--- src/rtl/segment_transition_ctl_pkg.sv ---
// Shared types and constants for the N-segment playback sequencer.
package segment_transition_ctl_pkg;

  typedef enum logic [7:0] {
    MODE_SYNC_IDX  = 8'h00,
    MODE_SYS_TIME  = 8'h01,
    MODE_GPIO      = 8'h02,
    MODE_EXT       = 8'hF0,
    MODE_IMMEDIATE = 8'hFF
  } transition_mode_t;

  localparam logic [7:0] TRANSITION_MODE_IMMEDIATE = 8'hFF;

  typedef enum logic {
    SEQ_RUN,
    SEQ_FINISHED
  } seq_state_t;

  localparam logic [63:0] REP_INFINITE = '1;

endpackage

--- src/rtl/segment_transition_ctl_transition_trigger.sv ---
// Holds the latched transition mode/value and decides when a pending switch may fire.
module transition_trigger
  import segment_transition_ctl_pkg::*;
#(
  parameter int SYS_TIME_WIDTH = 56,
  parameter int NUM_GPIO       = 4,
  localparam int GSEL_W        = (NUM_GPIO > 1) ? $clog2(NUM_GPIO) : 1
) (
  input  logic                      clk_i,
  input  logic                      rst_i,
  input  logic                      latch_i,
  input  logic                      clear_i,
  input  logic [7:0]                mode_i,
  input  logic [SYS_TIME_WIDTH-1:0] value_i,
  input  logic [SYS_TIME_WIDTH-1:0] sys_time_i,
  input  logic [NUM_GPIO-1:0]       gpio_i,
  input  logic                      sync_point_i,
  output logic                      fire_o,
  output logic                      ext_mode_o
);

  logic [7:0]                mode_q;
  logic [SYS_TIME_WIDTH-1:0] value_q;
  logic [NUM_GPIO-1:0]       gpio_prev_q;
  logic                      edge_q, edge_d;
  logic [GSEL_W-1:0]         sel;
  logic                      rise;

  assign sel  = value_q[GSEL_W-1:0];
  assign rise = gpio_i[sel] & ~gpio_prev_q[sel];

  // Edge flag is sticky until the request is replaced or applied.
  assign edge_d = clear_i ? 1'b0 : (edge_q | rise);

  always_ff @(posedge clk_i or posedge rst_i) begin
    if (rst_i) begin
      mode_q      <= '0;
      value_q     <= '0;
      gpio_prev_q <= '0;
      edge_q      <= 1'b0;
    end else begin
      gpio_prev_q <= gpio_i;
      edge_q      <= edge_d;
      if (latch_i) begin
        mode_q  <= mode_i;
        value_q <= value_i;
      end
    end
  end

  always_comb begin
    fire_o = 1'b1;
    case (mode_q)
      MODE_SYNC_IDX: fire_o = sync_point_i;
      MODE_SYS_TIME: fire_o = (sys_time_i >= value_q);
      MODE_GPIO:     fire_o = edge_q | rise;
      default:       fire_o = 1'b1;
    endcase
  end

  assign ext_mode_o = (mode_q == MODE_EXT);

endmodule

--- src/rtl/segment_transition_ctl.sv ---
// N-segment playback sequencer: sample index, loop counting and triggered segment switching.
//   state        | meaning
//   SEQ_RUN      | TICK advances IDX, wraps count loops against REP
//   SEQ_FINISHED | repeats exhausted, IDX frozen, STOP high
module segment_transition_ctl
  import segment_transition_ctl_pkg::*;
#(
  parameter int NUM_SEGMENT    = 2,
  parameter int IDX_WIDTH      = 16,
  parameter int REP_WIDTH      = 16,
  parameter int SYS_TIME_WIDTH = 56,
  parameter int NUM_GPIO       = 4,
  localparam int SEG_W         = (NUM_SEGMENT > 1) ? $clog2(NUM_SEGMENT) : 1
) (
  input  logic                             clk_i,
  input  logic                             rst_i,
  input  logic                             tick_i,
  input  logic                             update_i,
  input  logic [SEG_W-1:0]                 req_segment_i,
  input  logic [7:0]                       transition_mode_i,
  input  logic [63:0]                      transition_value_i,
  input  logic [NUM_SEGMENT*IDX_WIDTH-1:0] cycle_i,
  input  logic [NUM_SEGMENT*REP_WIDTH-1:0] rep_i,
  input  logic [SYS_TIME_WIDTH-1:0]        sys_time_i,
  input  logic [NUM_GPIO-1:0]              gpio_in_i,
  output logic [SEG_W-1:0]                 segment_o,
  output logic [IDX_WIDTH-1:0]             idx_o,
  output logic                             stop_o,
  output logic                             pending_o,
  output logic                             switched_o,
  output logic                             req_err_o
);

  seq_state_t           state_q, state_d;
  logic [SEG_W-1:0]     seg_q, seg_d, req_seg_q, req_seg_d, seg_next;
  logic [IDX_WIDTH-1:0] idx_q, idx_d, cycle_cur;
  logic [REP_WIDTH-1:0] loop_q, loop_d, rep_cur;
  logic                 pending_q, pending_d, ext_q, ext_d;
  logic                 switched_q, switched_d, req_err_q, req_err_d;
  logic                 req_ok, latch, wrap, sync_point, trig_fire, trig_ext, fire;

  assign cycle_cur  = cycle_i[32'(seg_q)*IDX_WIDTH +: IDX_WIDTH];
  assign rep_cur    = rep_i[32'(seg_q)*REP_WIDTH +: REP_WIDTH];
  assign seg_next   = (seg_q == SEG_W'(NUM_SEGMENT - 1)) ? '0 : seg_q + 1'b1;

  assign req_ok     = (32'(req_segment_i) < NUM_SEGMENT);
  assign latch      = update_i & req_ok;
  // >= rather than == so a CYCLE shrunk below the current index still wraps.
  assign wrap       = tick_i & (state_q == SEQ_RUN) & (idx_q >= cycle_cur);
  assign sync_point = wrap | (state_q == SEQ_FINISHED);
  // A fresh request discards the old one even if it would fire this cycle.
  assign fire       = pending_q & tick_i & trig_fire & ~latch;

  transition_trigger #(
    .SYS_TIME_WIDTH(SYS_TIME_WIDTH),
    .NUM_GPIO      (NUM_GPIO)
  ) u_trigger (
    .clk_i       (clk_i),
    .rst_i       (rst_i),
    .latch_i     (latch),
    .clear_i     (latch | fire),
    .mode_i      (transition_mode_i),
    .value_i     (transition_value_i[SYS_TIME_WIDTH-1:0]),
    .sys_time_i  (sys_time_i),
    .gpio_i      (gpio_in_i),
    .sync_point_i(sync_point),
    .fire_o      (trig_fire),
    .ext_mode_o  (trig_ext)
  );

  always_ff @(posedge clk_i or posedge rst_i) begin
    if (rst_i) begin
      state_q    <= SEQ_RUN;
      seg_q      <= '0;
      req_seg_q  <= '0;
      idx_q      <= '0;
      loop_q     <= '0;
      pending_q  <= 1'b0;
      ext_q      <= 1'b0;
      switched_q <= 1'b0;
      req_err_q  <= 1'b0;
    end else begin
      state_q    <= state_d;
      seg_q      <= seg_d;
      req_seg_q  <= req_seg_d;
      idx_q      <= idx_d;
      loop_q     <= loop_d;
      pending_q  <= pending_d;
      ext_q      <= ext_d;
      switched_q <= switched_d;
      req_err_q  <= req_err_d;
    end
  end

  always_comb begin
    state_d    = state_q;
    seg_d      = seg_q;
    req_seg_d  = req_seg_q;
    idx_d      = idx_q;
    loop_d     = loop_q;
    pending_d  = pending_q;
    ext_d      = ext_q;
    switched_d = 1'b0;
    req_err_d  = update_i & ~req_ok;

    if (tick_i && state_q == SEQ_RUN) begin
      if (wrap) begin
        if (rep_cur == REP_INFINITE[REP_WIDTH-1:0] || loop_q < rep_cur) begin
          idx_d  = '0;
          loop_d = loop_q + 1'b1;
        end else if (ext_q) begin
          seg_d      = seg_next;
          idx_d      = '0;
          loop_d     = '0;
          switched_d = 1'b1;
        end else begin
          state_d = SEQ_FINISHED;
        end
      end else begin
        idx_d = idx_q + 1'b1;
      end
    end

    if (fire) begin
      seg_d      = req_seg_q;
      idx_d      = '0;
      loop_d     = '0;
      state_d    = SEQ_RUN;
      pending_d  = 1'b0;
      switched_d = 1'b1;
      ext_d      = trig_ext;
    end

    if (latch) begin
      req_seg_d = req_segment_i;
      pending_d = 1'b1;
      ext_d     = 1'b0;
    end
  end

  assign segment_o  = seg_q;
  assign idx_o      = idx_q;
  assign stop_o     = (state_q == SEQ_FINISHED);
  assign pending_o  = pending_q;
  assign switched_o = switched_q;
  assign req_err_o  = req_err_q;

endmodule
--- config.mk ---
export PLATFORM = sky130hd
export DESIGN_NAME = segment_transition_ctl
export DESIGN_NICKNAME = d
export VERILOG_FILES = /design/src/rtl/segment_transition_ctl_pkg.sv /design/src/rtl/segment_transition_ctl_transition_trigger.sv /design/src/rtl/segment_transition_ctl.sv
export SDC_FILE = /design/constraint.sdc
export NUM_CORES = 1
export LEC_CHECK = 0
export ABC_AREA = 1
export CAP_MARGIN = 0
export CORE_MARGIN = 8
export CORE_UTILIZATION = 30
export CTS_CLUSTER_DIAMETER = 30
export DETAILED_ROUTE_END_ITERATION = 10
export PLACE_DENSITY = 0.64
export SLEW_MARGIN = 20
export SYNTH_ARGS = -nofsm -noshare
export SYNTH_HDL_FRONTEND = slang
export SYNTH_HIERARCHICAL = 1
export SYNTH_SLANG_ARGS = --single-unit
--- constraint.sdc ---
create_clock -name clk_i -period 4.5 [get_ports clk_i]
set_clock_uncertainty 0.1 [all_clocks]
set_input_delay 1.125 -clock clk_i [delete_from_list [all_inputs] [get_ports clk_i]]
set_output_delay 1.125 -clock clk_i [all_outputs]
set_load 0.05 [all_outputs]
==> results_dict.tcl <==
set metrics [dict create \
    outcome "complete, no violations" \
    routed-via-count 6802 \
    grt_pass1_vias 6904 \
    powerDensity_nw_per_um2 285 \
    yosysSeqAreaShare 0.357 \
    ys_async_sr_fraction 1.00 \
    die_w_um 174 \
    ant_nets 0 \
    insertedDiodeCount 0 \
    met3_length_mm 1.47 \
    cp-start-kind "input port" \
    synth_common_cells "300 x nand2_1, 130 x inv_1, 107 x dfrtp_1, 89 x ha_1, 79 x o21ai_0" \
    synth_top_flop_cell "dfrtp_1" \
    yosys-top-cells-area "dfrtp_1 36%, nand2_1 15%, ha_1 15%" \
    fmax_mhz 239 \
    start_util 0.301 \
    io_pins 222 \
    synth.most_common_cell "nand2_1" \
    drt-initial-drc-count 204 \
    yosysTopAreaCellShare 0.357 \
    crit_path_end_kind "flip-flop" \
    fin_crit_ns 4.18 \
    avgViaCountPerCell 4.41 \
    rows 58 \
    numCtsBuffers 9 \
    synthesis.nets 1281 \
    coreArea_sq_um 24900 \
    synth.largest_area_cell "dfrtp_1" \
    critPathArrivalTime_ns 4.31 \
    wl_met1_mm 9.17 \
    p_leak_nw 5.08 \
    preCtsSetupSlack_ns -0.0798 \
    synth_edf_count 0 \
    finalWirelength_mm 20.1 \
    slew_headroom 0.374 \
    hold_violations 0 \
    wl_per_cell_um 13.0 \
    cp_max_fo 10 \
    gp_congestion 0.803 \
    wl_met2_mm 9.21 \
    slew_viol_final 0 \
    maxCapViolations 0 \
    fin_crit_sh 0.929 \
    grt_pass1_wl_mm 33.4 \
    num-nets-final 1498 \
    yosysWarnings 6 \
    hold_class "flip-flop to flip-flop" \
    fp.dieH_um 174 \
    root_buffer "clkbuf_16" \
    fillCellCount 2498 \
    dp_cells 1527 \
    synth-seq-cells 107 \
    drc_errors 0 \
    drtPass1Iterations 4 \
    synth_cells 991 \
    synth_cell_types 42 \
    place_hpwl_mm 16.3 \
    cts_setup_buffers 0 \
    highest_layer "met5" \
    antenna_found_initial 1 \
    clkLatencyLatePin_ns 0.35 \
    cts_tree "yes" \
    htreeDepth 3 \
    seq_area_sq_um 2680 \
    worst_slack_ns 0.322 \
    rsz0062_at_grt "false" \
    final_cells 1543 \
    clk_pin_slew_ns 0.07 \
    power.total_w 0.00296 \
    worstMarginPinSlew_ns 0.933 \
    die-area_sq_um 30300 \
    synth_area_sq_um 7500 \
    areaGrowthSynthToFinish_pct 38.3 \
    avgSynthCellArea_sq_um 7.56 \
    required_ns 4.63 \
    clkSinkCount 107 \
    hold_ws_ns 0.378 \
    grt_max_degree 95 \
    clk_path_buf_depth 2 \
    track_usage 0.132 \
    peakVddDrop_mv 0.214 \
    ctsHoldBuffers 0 \
    portBuffers 212 \
    grt_overflow 0 \
    drive_gt1_frac 0.0495 \
    cts_resized 0 \
    setup_violations 0 \
    critPathKind "input port to flip-flop" \
    multiInputGateArea_sq_um 4170 \
]
==> registers in the layout, summed over array words and instances (netlist names) <==
signal                 cells
ext_q                      1
switched_o                 1
idx_o                     16
u_trigger/gpio_prev_q      4
req_seg_q                  1
u_trigger/mode_q           8
stop_o                     1
pending_o                  1
loop_q                    16
u_trigger/value_q         56
u_trigger/edge_q           1
segment_o                  1
==> layout make-up <==
class                           instances  area share
Timing Repair Buffer                  231       0.221
Clock buffer                           11      0.0225
Sequential cell                       107       0.258
Inverter                              132      0.0485
Multi-Input combinational cell        727       0.403
Tap cell                              330      0.0398
Clock inverter                          5     0.00749
==> placed cells by master (no fill, tap or decap), types with 2 or more instances in the layout <==
cell / count
nand3b_1: 2
buf_12: 2
o221ai_1: 2
nand3_1: 47
or2_1: 2
nand2_2: 3
clkbuf_1: 2
a21oi_1: 33
o21a_1: 4
or2_2: 7
dfrtp_1: 107
nand2_1: 300
mux2i_1: 19
xor2_1: 18
nor2_2: 4
nor3_2: 3
a21o_1: 4
inv_1: 128
nor3_1: 7
xnor2_1: 5
clkinv_1: 2
nand4_1: 11
o21ai_0: 79
nor2_1: 65
clkbuf_16: 9
and3_1: 2
bufinv_16: 2
buf_4: 18
nand3_2: 2
nor4_1: 3
o21ai_1: 7
clkdlybuf4s50_1: 211
ha_1: 89
clkinv_2: 2
==> worst paths after layout <==
path / start / end / depth (start not counted) / slack [ns]
worst max-delay path: cycle_i[31] / segment_o / 24 / 0.32
worst min-delay path: req_seg_q / req_seg_q / 2 / 0.38
worst max register to register: segment_o / loop_q[9] / 25 / 0.59
worst min register to register: req_seg_q / req_seg_q / 2 / 0.38
max in group asynchronous: rst_i / pending_o / 3 / 2.46
min in group asynchronous: rst_i / u_trigger/value_q[4] / 2 / 1.13
==> logic make-up after synthesis <==
group	after synthesis	synth area share
adders and majority gates	89	0.149
xor gates and xnor gates	23	0.0269
DFF	107	0.357
muxes	20	0.0269
other	1	0.000500
AOI/OAI and AO/OA	132	0.0928
and+or+nand+nor	462	0.261
buffers and inverters	157	0.0865
==> power breakdown <==
part | total, W | switching (W) | internal, W
Combinational | 0.000972 | 0.000512 | 0.000460
Clock | 0.000850 | 0.000363 | 0.000487
Sequential | 0.00114 | 0.0000856 | 0.00105
==> critical path, stage by stage <==
cell	delay (ns)
clkdlybuf4s50_1	0.46
mux2i_1	0.08
ha_1	0.32
nand2_1	0.05
inv_1	0.06
nand3_1	0.12
nor2_2	0.16
nand3_1	0.10
nand3_1	0.12
nand2_1	0.08
inv_1	0.07
or2_2	0.14
nand2_1	0.06
nand3_1	0.07
a21oi_1	0.04
a21oi_1	0.20
nand3_1	0.14
nor2_2	0.16
clkinv_1	0.15
buf_4	0.19
nand2_2	0.18
nand2_1	0.12
nand2_1	0.07
nand2_1	0.05
==> routing by layer <==
layer  vias up  global-route usage
met5         -                   0
met4         2              0.0310
met3        15              0.0432
met2       155               0.224
met1      3016               0.161
li1       3614                   -
==> metrics by stage <==
| stage | setup TNS (ns) | area [sq um] | util |
|---|---|---|---|
| final | 0 | 10400 | 0.416 |
| after global routing | 0 | 10400 | 0.416 |
| after CTS | 0 | 10400 | 0.416 |
| after detailed placement | -0.304 | 10100 | 0.404 |
| after global placement | -0.0126 | 10000 | 0.404 |
| after floorplan | 0 | 7500 | - |
Note: power is estimated with default switching activity, not from simulation.
